**config.mk**
```make
export PLATFORM = sky130hd
export DESIGN_NAME = seg7_freq_display
export DESIGN_NICKNAME = d
export VERILOG_FILES = /design/src/rtl/seg7_pkg.sv /design/src/rtl/seg7_freq_display_bin2bcd.sv /design/src/rtl/seg7_freq_display.sv
export SDC_FILE = /design/constraint.sdc
export NUM_CORES = 1
export LEC_CHECK = 0
export ABC_AREA = 1
export BUFFER_PORTS_ARGS = -buffer_cell sky130_fd_sc_hd__clkbuf_2
export CORE_MARGIN = 5
export CORE_UTILIZATION = 30
export CTS_BUF_LIST = sky130_fd_sc_hd__clkbuf_16
export DETAILED_ROUTE_END_ITERATION = 12
export PLACE_DENSITY = 0.52
export SLEW_MARGIN = 0
export SYNTH_ARGS = -nofsm -noshare
export SYNTH_HDL_FRONTEND = slang
export SYNTH_SLANG_ARGS = --single-unit
```
**constraint.sdc**
```tcl
create_clock -name CLK -period 6.8 [get_ports CLK]
set_input_delay 1.36 -clock CLK [delete_from_list [all_inputs] [get_ports CLK]]
set_output_delay 1.36 -clock CLK [all_outputs]
set_load 0.01 [all_outputs]
```
**src/rtl/seg7_pkg.sv**
```systemverilog
// Shared types and constants for the 4-digit 7-segment frequency display.
// Segment codes are {g,f,e,d,c,b,a}, active-low.
package seg7_pkg;

    localparam int DIGIT_W    = 4;
    localparam int BCD_W      = 20;
    localparam int BIN_W      = 16;
    localparam int NUM_DIGITS = 4;

    localparam logic [3:0] ITER_LAST = 4'(BIN_W - 1);

    typedef enum logic [1:0] {
        IDLE,
        SHIFT,
        COMMIT
    } conv_state_e;

    localparam logic [6:0] SEG_0     = 7'b1000000;
    localparam logic [6:0] SEG_1     = 7'b1111001;
    localparam logic [6:0] SEG_2     = 7'b0100100;
    localparam logic [6:0] SEG_3     = 7'b0110000;
    localparam logic [6:0] SEG_4     = 7'b0011001;
    localparam logic [6:0] SEG_5     = 7'b0010010;
    localparam logic [6:0] SEG_6     = 7'b0000010;
    localparam logic [6:0] SEG_7     = 7'b1111000;
    localparam logic [6:0] SEG_8     = 7'b0000000;
    localparam logic [6:0] SEG_9     = 7'b0010000;
    localparam logic [6:0] SEG_DASH  = 7'b0111111;
    localparam logic [6:0] SEG_BLANK = 7'b1111111;

    // Non-decimal nibble codes stored in the display register
    localparam logic [DIGIT_W-1:0] NIB_DASH  = 4'hA;
    localparam logic [DIGIT_W-1:0] NIB_BLANK = 4'hF;

    function automatic logic [6:0] seg_decode(input logic [DIGIT_W-1:0] nib);
        logic [6:0] s;
        case (nib)
            4'd0:     s = SEG_0;
            4'd1:     s = SEG_1;
            4'd2:     s = SEG_2;
            4'd3:     s = SEG_3;
            4'd4:     s = SEG_4;
            4'd5:     s = SEG_5;
            4'd6:     s = SEG_6;
            4'd7:     s = SEG_7;
            4'd8:     s = SEG_8;
            4'd9:     s = SEG_9;
            NIB_DASH: s = SEG_DASH;
            default:  s = SEG_BLANK;
        endcase
        return s;
    endfunction

    // Add 3 to every BCD nibble that is 5 or more, ahead of the shift
    function automatic logic [BCD_W-1:0] dabble_adjust(input logic [BCD_W-1:0] bcd);
        logic [BCD_W-1:0] r;
        r = bcd;
        for (int i = 0; i < BCD_W / DIGIT_W; i++) begin
            if (r[i*DIGIT_W +: DIGIT_W] >= 4'd5) begin
                r[i*DIGIT_W +: DIGIT_W] = r[i*DIGIT_W +: DIGIT_W] + 4'd3;
            end
        end
        return r;
    endfunction

endpackage

```
**src/rtl/seg7_freq_display_bin2bcd.sv**
```systemverilog
// Sequential double-dabble engine: one adjust+shift per clock, 16 clocks.
// done pulses for one cycle when bcd_out holds the finished result.
module bin2bcd_seq
    import seg7_pkg::*;
(
    input  logic             CLK,
    input  logic             RST,
    input  logic             start,
    input  logic [BIN_W-1:0] bin_in,
    output logic             done,
    output logic [BCD_W-1:0] bcd_out
);

    logic [BIN_W-1:0]       bin_q;
    logic [BCD_W-1:0]       bcd_q;
    logic [3:0]             iter_q;
    logic                   active_q;
    logic                   done_q;
    logic [BCD_W-1:0]       bcd_adj;
    logic [BCD_W+BIN_W-1:0] shift_d;

    // Adjust the accumulator, then shift the {bcd, bin} pair left by one
    always_comb begin
        bcd_adj = dabble_adjust(bcd_q);
        shift_d = {bcd_adj, bin_q} << 1;
    end

    // Load on start, otherwise run the 16 shift iterations
    always_ff @(posedge CLK or posedge RST) begin
        if (RST) begin
            bin_q    <= '0;
            bcd_q    <= '0;
            iter_q   <= '0;
            active_q <= 1'b0;
            done_q   <= 1'b0;
        end else begin
            done_q <= 1'b0;
            if (start) begin
                bin_q    <= bin_in;
                bcd_q    <= '0;
                iter_q   <= '0;
                active_q <= 1'b1;
            end else if (active_q) begin
                bcd_q  <= shift_d[BCD_W+BIN_W-1 -: BCD_W];
                bin_q  <= shift_d[BIN_W-1:0];
                iter_q <= iter_q + 4'd1;
                if (iter_q == ITER_LAST) begin
                    active_q <= 1'b0;
                    done_q   <= 1'b1;
                end
            end
        end
    end

    assign done    = done_q;
    assign bcd_out = bcd_q;

endmodule

```
**src/rtl/seg7_freq_display.sv**
```systemverilog
// Frequency display: binary->BCD conversion, display register, anode scan.
// Define SEG7_LEADING_ZERO_BLANK_EN to blank leading zero digits 3..1.
module seg7_freq_display
    import seg7_pkg::*;
#(
    parameter int CLK_HZ      = 100000000,
    parameter int REFRESH_DIV = 100000,
    parameter int MAX_DISPLAY = 9999
) (
    input  logic             CLK,
    input  logic             RST,
    input  logic [BIN_W-1:0] displayed_number,
    output logic [3:0]       anode,
    output logic [6:0]       cathode,
    output logic             DP,
    output logic             busy
);

    // A divider below 2 (or a nonsense clock) falls back to the minimum
    localparam int DIV_N = (REFRESH_DIV < 2 || CLK_HZ <= 0) ? 2 : REFRESH_DIV;
    localparam int DIV_W = $clog2(DIV_N);
    localparam logic [DIV_W-1:0] DIV_LAST = DIV_W'(DIV_N - 1);
    localparam logic [BIN_W-1:0] MAX_Q    = BIN_W'(MAX_DISPLAY);
    localparam logic [15:0]      DASH_WORD = {NUM_DIGITS{NIB_DASH}};

    conv_state_e      state_q;
    logic [BIN_W-1:0] held_q;
    logic             first_q;
    logic [3:0]       iter_q;
    logic             busy_q;
    logic             overflow_q;
    logic [15:0]      disp_q;

    logic             start;
    logic             conv_done;
    logic [BCD_W-1:0] bcd_out;
    logic             over;
    logic [15:0]      commit_digits;

    logic [DIV_W-1:0] div_q;
    logic [DIV_W-1:0] div_d;
    logic [1:0]       idx_q;
    logic [1:0]       idx_d;
    logic             div_wrap;
    logic [3:0]       sel_nib;

    logic [3:0]       anode_q;
    logic [6:0]       cathode_q;
    logic             dp_q;

    assign start = (state_q == IDLE) &&
                   (first_q || (displayed_number != held_q));

    bin2bcd_seq u_bin2bcd (
        .CLK     (CLK),
        .RST     (RST),
        .start   (start),
        .bin_in  (displayed_number),
        .done    (conv_done),
        .bcd_out (bcd_out)
    );

    // A nonzero ten-thousands nibble can never fit four digits
    assign over = (held_q > MAX_Q) ||
                  (bcd_out[BCD_W-1 -: DIGIT_W] != '0);

`ifdef SEG7_LEADING_ZERO_BLANK_EN
    logic lead;

    // Blank zero digits from the left until the first nonzero one
    always_comb begin
        commit_digits = bcd_out[15:0];
        lead          = 1'b1;
        for (int i = NUM_DIGITS - 1; i >= 1; i--) begin
            if (lead && (commit_digits[i*DIGIT_W +: DIGIT_W] == 4'd0)) begin
                commit_digits[i*DIGIT_W +: DIGIT_W] = NIB_BLANK;
            end else begin
                lead = 1'b0;
            end
        end
    end
`else
    // All four digits shown, leading zeros included
    always_comb begin
        commit_digits = bcd_out[15:0];
    end
`endif

    // Converter FSM: latch on change, wait out the shifts, commit atomically
    always_ff @(posedge CLK or posedge RST) begin
        if (RST) begin
            state_q    <= IDLE;
            held_q     <= '0;
            first_q    <= 1'b1;
            iter_q     <= '0;
            busy_q     <= 1'b0;
            overflow_q <= 1'b0;
            disp_q     <= '0;
        end else begin
            unique case (state_q)
                IDLE: begin
                    if (start) begin
                        held_q  <= displayed_number;
                        first_q <= 1'b0;
                        iter_q  <= '0;
                        busy_q  <= 1'b1;
                        state_q <= SHIFT;
                    end
                end
                SHIFT: begin
                    iter_q <= iter_q + 4'd1;
                    if (iter_q == ITER_LAST) begin
                        state_q <= COMMIT;
                    end
                end
                COMMIT: begin
                    if (conv_done) begin
                        disp_q     <= over ? DASH_WORD : commit_digits;
                        overflow_q <= over;
                        busy_q     <= 1'b0;
                        state_q    <= IDLE;
                    end
                end
                default: begin
                    state_q <= IDLE;
                end
            endcase
        end
    end

    // Next divider count and digit index
    always_comb begin
        div_wrap = (div_q == DIV_LAST);
        div_d    = div_wrap ? '0 : div_q + DIV_W'(1);
        idx_d    = div_wrap ? idx_q + 2'd1 : idx_q;
    end

    // Refresh divider and digit index registers
    always_ff @(posedge CLK or posedge RST) begin
        if (RST) begin
            div_q <= '0;
            idx_q <= '0;
        end else begin
            div_q <= div_d;
            idx_q <= idx_d;
        end
    end

    assign sel_nib = disp_q[{idx_q, 2'b00} +: DIGIT_W];

    // Registered pin drivers for the selected digit
    always_ff @(posedge CLK or posedge RST) begin
        if (RST) begin
            anode_q   <= 4'b1111;
            cathode_q <= SEG_BLANK;
            dp_q      <= 1'b1;
        end else begin
            anode_q   <= ~(4'b0001 << idx_q);
            cathode_q <= seg_decode(sel_nib);
            dp_q      <= ~(overflow_q && (idx_q == 2'd0));
        end
    end

    assign anode   = anode_q;
    assign cathode = cathode_q;
    assign DP      = dp_q;
    assign busy    = busy_q;

endmodule

```
==> run metrics, run 1 <==
status finished, final reports clean; Netlist cell types 36; per-cell routed wire length 11.3 um; Root Driver clkbuf_16; Worst Tran Pin Value 0.976 ns; antenna viol nets, final 0; layout cells sized above 1 0.106; WP depth 8; I/O pins 31; EDFF count, synth 0; HP Class reg -> reg; post-synthesis sequential area ratio 0.482; Crit-path slowest cell nand2_4; # setup viols final 0; RD Place Congestion 0.792; vias in the first global route 4305; post_cts resized 0; Nets 836; htree depth 4; Post-Syn Area 5950 um2; post-route setup slack 3.97 ns; Worst-Skew Late Latency 0.41 ns; Fillers 2081; crit-path max FO 70; DRT Pass-1 Iters 4; relative slew slack 0.349; Max clock buf depth 2; worst r2r dst u_bin2bcd.bcd_out[1]; hold_ws 0.424 ns; Post-Place Setup Slack 3.52 ns; CTS tree done; Fmax 353 MHz; largest cells by area after synthesis dfrtp_1 42%, nand2_1 15%, o21ai_0 6.6%, inv_1 6.1%, dfstp_2 5.7%; Final Max Tran Viols 0; antenna violations before repair 0; Max Cap Viol 0; Yosys reg bits 114; placed insts 1041; GRT overflow 0; Post-Route WL 12.2 mm; commonest cells after routing, fill and taps aside 230 x nand2_1, 101 x dfrtp_1, 98 x inv_1; Post-Syn Instances 764; average cell area after synthesis 7.79 um2; Antenna Cells 0; CP endpoint kind register; commonest non-fill, non-tap cell in the layout nand2_1; worst path bufs/invs 2; Worst path most repeated cell nor2_1; chip height 151 um; Final Hold Viols 0; Setup TNS 0 ns; RSZ-0062 raised after global routing no; CP peak stage delay 0.48 ns; die area 22800 um2; R2R Setup Slk 4.57 ns; CP Data Arrival Time 3.16 ns; synth warn 0; post-route insts no fill 1073; ys flop type dfrtp_1; hold endpoint DP; gr usage total 0.114; Mapped Nets 805; core area 19500 um2; Layout area overhead 15.5%; power per cell area 379 nW/um2; Design Area, Final 6880 um2; fin crit share 0.417; DR iter-0 viols 232; leading area contributor after synthesis dfrtp_1; Residual DRC 0; Worst R2R Path Depth 7; Worst-path clk slew 0.05 ns; vias per cell 4.29; RR Startpoint held_q[12]; port bufs 30; hold buffers post-CTS 0; Final Skew 0.0127 ns; peak supply drop 0.187 mV; Period minus WS final 2.83 ns; WHS Path Cells 1; Hold Crit Start overflow_q; Critical Path RT 7.13 ns; largest net degree at the start of global routing 76; vias post-DR 4599; DP Area 6350 um2; critical path type in -> reg; Setup crit start kind input pin; share of flip-flops with an asynchronous set or reset 1.00; share of Yosys cell area claimed by the top area cell type 0.425; P_leak 0.00340 uW; FP Rows 51; first-pass GRT wire length 20.6 mm; Post-CTS Setup Inserts 0; Initial Util 0.305; worst-path cell chain clkbuf_2, xnor2_1, nand2_1, nor2_1, nand3_4, nand2_4, inv_2, nor2_1; Num CTS Buffers 17; total clock sinks 114; hpwl dp 8.15 mm; die extent in x 151 um; critical path's top delay family simple AND/OR/NAND/NOR gates
## through the flow
step	utilization	total power, uW
final	0.352	2600
after global routing	0.352	2830
after global placement	0.325	1810
after floorplan	-	1650
after CTS	0.352	2650
after detailed placement	0.325	1820
## synth_stat cells, drive strengths merged (3+ instances only)
| cell | count |
|---|---|
| dfrtp | 101 |
| xor2 | 13 |
| nor4 | 3 |
| nand3 | 37 |
| nor3 | 7 |
| buf | 11 |
| xnor2 | 6 |
| o211ai | 3 |
| inv | 101 |
| a21oi | 25 |
| o31ai | 4 |
| nand4 | 7 |
| o21ai | 78 |
| nor2 | 78 |
| ha | 23 |
| dfstp | 13 |
| clkbuf | 10 |
| nand2 | 231 |
## where the power goes
group / internal [uW] / switching, uW
Sequential: 886 / 132
Combinational: 280 / 502
Clock: 491 / 312
## metal layers
metal | routed length, um | track usage | share of wire
met1 | 6230 | 0.153 | 0.51
met2 | 5270 | 0.171 | 0.43
met3 | 533 | 0.0428 | 0.044
met4 | 122 | 0.0367 | 0.010
met5 | 0 | 0 | 0
## worst max path at each step
stage                                     from                    end  slack (ns)
final                     displayed_number[12]   u_bin2bcd.bcd_out[1]        3.97
after global routing      displayed_number[12]  u_bin2bcd.bcd_out[14]        3.76
after CTS                 displayed_number[12]   u_bin2bcd.bcd_out[1]        3.93
after detailed placement  displayed_number[10]   u_bin2bcd.bcd_out[0]        3.52
after global placement    displayed_number[10]  u_bin2bcd.bcd_out[13]        3.53
after floorplan                            RST                   busy        2.45
## final cells by class
type,count,area (um2),area share
timing repair buffer,33,173,0.0251
clock buffer,17,425,0.0619
clock inverter,15,104,0.0151
tap,265,332,0.0482
sequential,114,2870,0.417
multi-input combinational,526,2580,0.376
inverter,103,389,0.0566
## cells by family (layout without fill, tap and decap cells)
group,after synthesis,count (layout),share of synthesized area
compound gates,114,114,0.100
xor+xnor,19,19,0.0280
fa+ha+maj,23,23,0.0483
buf+inv,124,168,0.0841
flops,114,114,0.482
mux,1,1,0.00168
simple gates,369,369,0.256
## state kept, by name, summed over array words and instances, names as in the netlist
name,cells
overflow_q,1
iter_q,4
disp_q,16
busy,1
u_bin2bcd.active_q,1
div_q,17
anode,4
first_q,1
DP,1
state_q,2
idx_q,2
u_bin2bcd.iter_q,4
u_bin2bcd.bcd_out,20
u_bin2bcd.bin_q,16
held_q,16
u_bin2bcd.done,1
cathode,7
Power figures use the tool's default switching activity.
==> run 2: changes to the inputs <==
--- a/config.mk
+++ b/config.mk
@@ -5,7 +5,7 @@
 export SDC_FILE = /design/constraint.sdc
 export NUM_CORES = 1
 export LEC_CHECK = 0
-export ABC_AREA = 1
+export ABC_AREA = 0
 export BUFFER_PORTS_ARGS = -buffer_cell sky130_fd_sc_hd__clkbuf_2
 export CORE_MARGIN = 5
 export CORE_UTILIZATION = 30
==> constraint.sdc (replaced) <==
create_clock -name CLK -period 2.8 [get_ports CLK]
set_input_delay 0.56 -clock CLK [delete_from_list [all_inputs] [get_ports CLK]]
set_output_delay 0.56 -clock CLK [all_outputs]
set_load 0.01 [all_outputs]
==> run metrics, run 2 <==
peak supply drop 0.428 mV; per-cell routed wire length 14.2 um; Logic pwr share 0.019; largest net degree at the start of global routing 50; Fillers 1794; share of flip-flops with an asynchronous set or reset 1.00; HP Class in -> async; ys flop type dfrtp_1; antenna violations before repair 0; antenna viol nets, final 0; Worst-Skew Late Latency 0.41 ns; Crit-path slowest cell a21boi_4; Nets 566; total clock sinks 114; I/O pins 31; CTS tree done; Sw Share 0.207; RR Startpoint held_q[14]; EDFF count, synth 0; Worst Tran Pin Value 1.21 ns; post_cts resized 0; hpwl dp 7.57 mm; FP Rows 50; worst-path cell chain xnor2_1, nand4_1, nor3_2, a21boi_4, buf_4, a211oi_1; Root Driver clkbuf_16; share of Yosys cell area claimed by the top area cell type 0.444; power per cell area 578 nW/um2; Mapped Nets 526; Initial Util 0.304; most common cell in the netlist dfrtp_1; Final Max Tran Viols 0; Post-Syn Area 5690 um2; Layout area overhead 17.0%; Setup TNS 0 ns; CP startpoint held_q[14]; relative slew slack 0.190; synth warn 0; CP endpoint kind register; vias per cell 4.70; port bufs 30; Fmax 438 MHz; Antenna Cells 0; Netlist cell types 44; RSZ-0062 raised after global routing no; Post-CTS Setup Inserts 0; die extent in x 148 um; Period minus WS final 2.28 ns; hold_ws 0.264 ns; Final Skew 0.00654 ns; Max Cap Viol 0; internal cell power 3050 uW; DR iter-0 viols 142; Setup crit start kind register; GRT overflow 0; # setup viols final 0; worst r2r dst u_bin2bcd.bcd_out[16]; average cell area after synthesis 11.7 um2; worst path bufs/invs 1; WP depth 6; Post-Place Setup Slack 0.224 ns; Worst-path clk slew 0.05 ns; leading area contributor after synthesis dfrtp_1; Worst R2R Path Depth 6; critical path's top delay family compound AO/OA/AOI/OAI gates; R2R Setup Slk 0.52 ns; Yosys reg bits 114; RD Place Congestion 0.763; critical path type reg -> reg; top post-synthesis cells by count 101 x dfrtp_1, 45 x nor2_1, 33 x xnor2_1; CP Data Arrival Time 2.56 ns; Critical Path End u_bin2bcd.bcd_out[16]; status finished, final reports clean; chip height 148 um; crit-path max FO 28; number of flip-flops in the largest register 20; commonest non-fill, non-tap cell in the layout dfrtp_1; fin crit share 0.816; first-pass GRT wire length 18.4 mm; post-synthesis sequential area ratio 0.505; htree depth 4; vias in the first global route 3771; Residual DRC 0; DRT Pass-1 Iters 5; Post-Syn Instances 485; Critical Path RT 3.07 ns; P_leak 0.00298 uW; clock power share 0.551; die area 21800 um2; hold buffers post-CTS 0; Reg power frac 0.429; gr usage total 0.106; Switch Pwr 796 uW; layout cells sized above 1 0.253; Final Hold Viols 0; core area 18700 um2; Max clock buf depth 2; Post-Route WL 11.0 mm; CP peak stage delay 0.94 ns; post-route setup slack 0.516 ns; Num CTS Buffers 17; commonest cells after routing, fill and taps aside 100 x dfrtp_1, 45 x nor2_1, 33 x xnor2_1; largest cells by area after synthesis dfrtp_1 44%, dfstp_2 6.0%, mux2_4 5.5%, mux2_2 5.1%, xnor2_1 5.1%; vias post-DR 3630
## run 2: worst reg2reg max path, delay by kind of cell (launching register included)
family          cells  cell delay, ns
xor+xnor            1            0.15
flops               1            0.42
compound gates      2            1.02
buf+inv             1            0.39
simple gates        2            0.17
## run 2: layout make-up
class / instances / area, um2 / share of cell area
sequential: 114 / 2870 / 0.431
multi-input combinational: 332 / 2600 / 0.390
clock buffer: 17 / 425 / 0.0639
tap: 234 / 293 / 0.0440
timing repair buffer: 37 / 228 / 0.0342
clock inverter: 15 / 151 / 0.0228
inverter: 23 / 90.1 / 0.0135
## run 2: cells by family (layout without fill, tap and decap cells)
group / after synthesis / in the layout / share of synthesized area
adders and majority gates: 23 / 23 / 0.0506
buffers and inverters: 39 / 92 / 0.0389
DFF: 114 / 114 / 0.505
and+or+nand+nor: 132 / 132 / 0.116
muxes: 66 / 66 / 0.149
xor gates and xnor gates: 40 / 40 / 0.0616
AOI/OAI and AO/OA: 71 / 71 / 0.0794
## run 2: per-layer routing
layer | routed length, um | vias up | track usage
met1 | 5360 | 1793 | 0.138
met2 | 5010 | 58 | 0.167
met5 | 0 | - | 0
met3 | 447 | 16 | 0.0343
li1 | - | 1763 | -
met4 | 146 | 0 | 0.0363
## run 2: how the worst min path moves through the flow
stage / start / to / slack [ns] / depth (start not counted)
after floorplan: overflow_q / DP / 0.38 / 1
after global placement: overflow_q / DP / 0.40 / 1
after detailed placement: overflow_q / DP / 0.40 / 1
after CTS: RST / held_q[10] / 0.28 / 2
after global routing: RST / u_bin2bcd.bin_q[2] / 0.32 / 2
final: RST / u_bin2bcd.bin_q[2] / 0.26 / 2
## run 2: through the flow
stage / cells / instance area (um2) / util / power (uW)
6_report: 772 / 6650 / 0.356 / 3840
5_1_grt: 772 / 6650 / 0.356 / 3980
4_1_cts: 772 / 6650 / 0.356 / 3890
3_5_place_dp: 740 / 6080 / 0.325 / 1760
3_3_place_gp: 740 / 6080 / 0.325 / 1760
2_1_floorplan: 485 / 5690 / - / 1710
## run 2: power groups by stage
| stage | Sequential (uW) | Combinational (uW) | Clock, uW |
|---|---|---|---|
| 2_1_floorplan | 1680 | 36.6 | 0 |
| 3_3_place_gp | 1680 | 77.9 | 0 |
| 3_5_place_dp | 1680 | 78.6 | 0 |
| 4_1_cts | 1650 | 78.7 | 2160 |
| 5_1_grt | 1650 | 86.1 | 2250 |
| 6_report | 1650 | 74.4 | 2120 |
==> run 3: changes to the inputs <==
==> constraint.sdc (replaced) <==
create_clock -name CLK -period 2.29 [get_ports CLK]
set_input_delay 0.458 -clock CLK [delete_from_list [all_inputs] [get_ports CLK]]
set_output_delay 0.458 -clock CLK [all_outputs]
set_load 0.01 [all_outputs]
==> run metrics, run 3 (synthesized netlist as in run 2, its figures left out) <==
status finished, final reports clean; Period minus WS final 1.92 ns; Post-Place Setup Slack 0.260 ns; vias post-DR 3625; power per cell area 714 nW/um2; Max Cap Viol 0; per-cell routed wire length 14.0 um; Antenna Cells 0; Final Max Tran Viols 0; layout cells sized above 1 0.253; Setup crit start kind register; number of flip-flops in the largest register 20; post-route insts no fill 775; worst-path cell chain mux4_2, inv_1, ha_1, o21ai_0, o21ai_0; hold buffers post-CTS 0; CP peak stage delay 0.63 ns; Initial Util 0.304; hpwl dp 7.52 mm; Design Area, Final 6720 um2; peak supply drop 0.554 mV; critical path type reg -> reg; HP Class in -> async; die extent in x 148 um; RD Place Congestion 0.757; # setup viols final 0; P_leak 0.00301 uW; Num CTS Buffers 17; antenna violations before repair 0; vias per cell 4.68; placed insts 743; Post-CTS Setup Inserts 0; largest net degree at the start of global routing 39; Fillers 1835; GRT overflow 0; port bufs 30; antenna viol nets, final 0; Worst path most repeated cell o21ai_0; Post-Route WL 10.9 mm; CTS tree done; Root Driver clkbuf_16; DR iter-0 viols 158; Worst Tran Pin Value 0.598 ns; htree depth 4; fin crit share 0.838; DP Area 6120 um2; post_cts resized 0; Layout area overhead 18.2%; post-route setup slack 0.370 ns; vias in the first global route 3790; commonest non-fill, non-tap cell in the layout dfrtp_1; Setup TNS 0 ns; Worst-path clk slew 0.06 ns; commonest cells after routing, fill and taps aside 100 x dfrtp_1, 45 x nor2_1, 33 x xnor2_1; Crit-path slowest cell mux4_2; total clock sinks 114; CP endpoint kind register; Final Hold Viols 0; relative slew slack 0.600; Worst-Skew Late Latency 0.42 ns; core area 18700 um2; Nets 569; Max clock buf depth 2; FP Rows 50; I/O pins 31; chip height 148 um; CP Data Arrival Time 2.25 ns; crit-path max FO 7; DRT Pass-1 Iters 4; die area 21800 um2; RSZ-0062 raised after global routing no; gr usage total 0.108; first-pass GRT wire length 18.9 mm; Fmax 521 MHz; Critical Path RT 2.62 ns; Final Skew 0.00828 ns; Residual DRC 0
## run 3: metal layers
metal,wire length [um],GRT usage,up-vias
li1,-,-,1778
met1,5190,0.141,1788
met2,5160,0.167,50
met3,418,0.0356,9
met4,101,0.0405,0
met5,0,0,-
## run 3: critical path: cells and delay by family (launching register included)
kind	cells	cell delay [ns]
AOI/OAI and AO/OA	2	0.25
adders and majority gates	1	0.26
DFF	1	0.54
buffers and inverters	1	0.15
muxes	1	0.63
## run 3: power by group
group | leakage, uW | switching [uW] | internal [uW]
Clock | 0.000299 | 903 | 1790
Combinational | 0.00130 | 63.3 | 31.6
Sequential | 0.00141 | 0 | 2020
Total | 0.00301 | 966 | 3840
## run 3: layout make-up
cell class | count | area, um2 | area share
tap | 234 | 293 | 0.0435
multi-input combinational | 332 | 2600 | 0.386
inverter | 23 | 90.1 | 0.0134
sequential | 114 | 2870 | 0.427
clock buffer | 17 | 425 | 0.0633
clock inverter | 15 | 174 | 0.0259
timing repair buffer | 40 | 275 | 0.0409
## run 3: worst paths after layout
| check | from | endpoint | slack (ns) | cells after the start |
|---|---|---|---|---|
| max | idx_q[0] | cathode[1] | 0.37 | 5 |
| min | RST | u_bin2bcd.bin_q[0] | 0.10 | 2 |
| max reg2reg | idx_q[0] | cathode[1] | 0.37 | 5 |
| min reg2reg | overflow_q | DP | 0.41 | 1 |
| max in group asynchronous | RST | cathode[6] | 1.53 | 3 |
| min in group CLK | displayed_number[1] | held_q[1] | 0.33 | 2 |
## run 3: per-stage QoR
stage                     total power [uW]  hold WS [ns]   util
after floorplan                       2100         0.376      -
after CTS                             4880         0.115  0.359
after detailed placement              2150         0.407  0.327
after global placement                2150         0.408  0.327
after global routing                  4980         0.148  0.359
final                                 4800         0.100  0.359
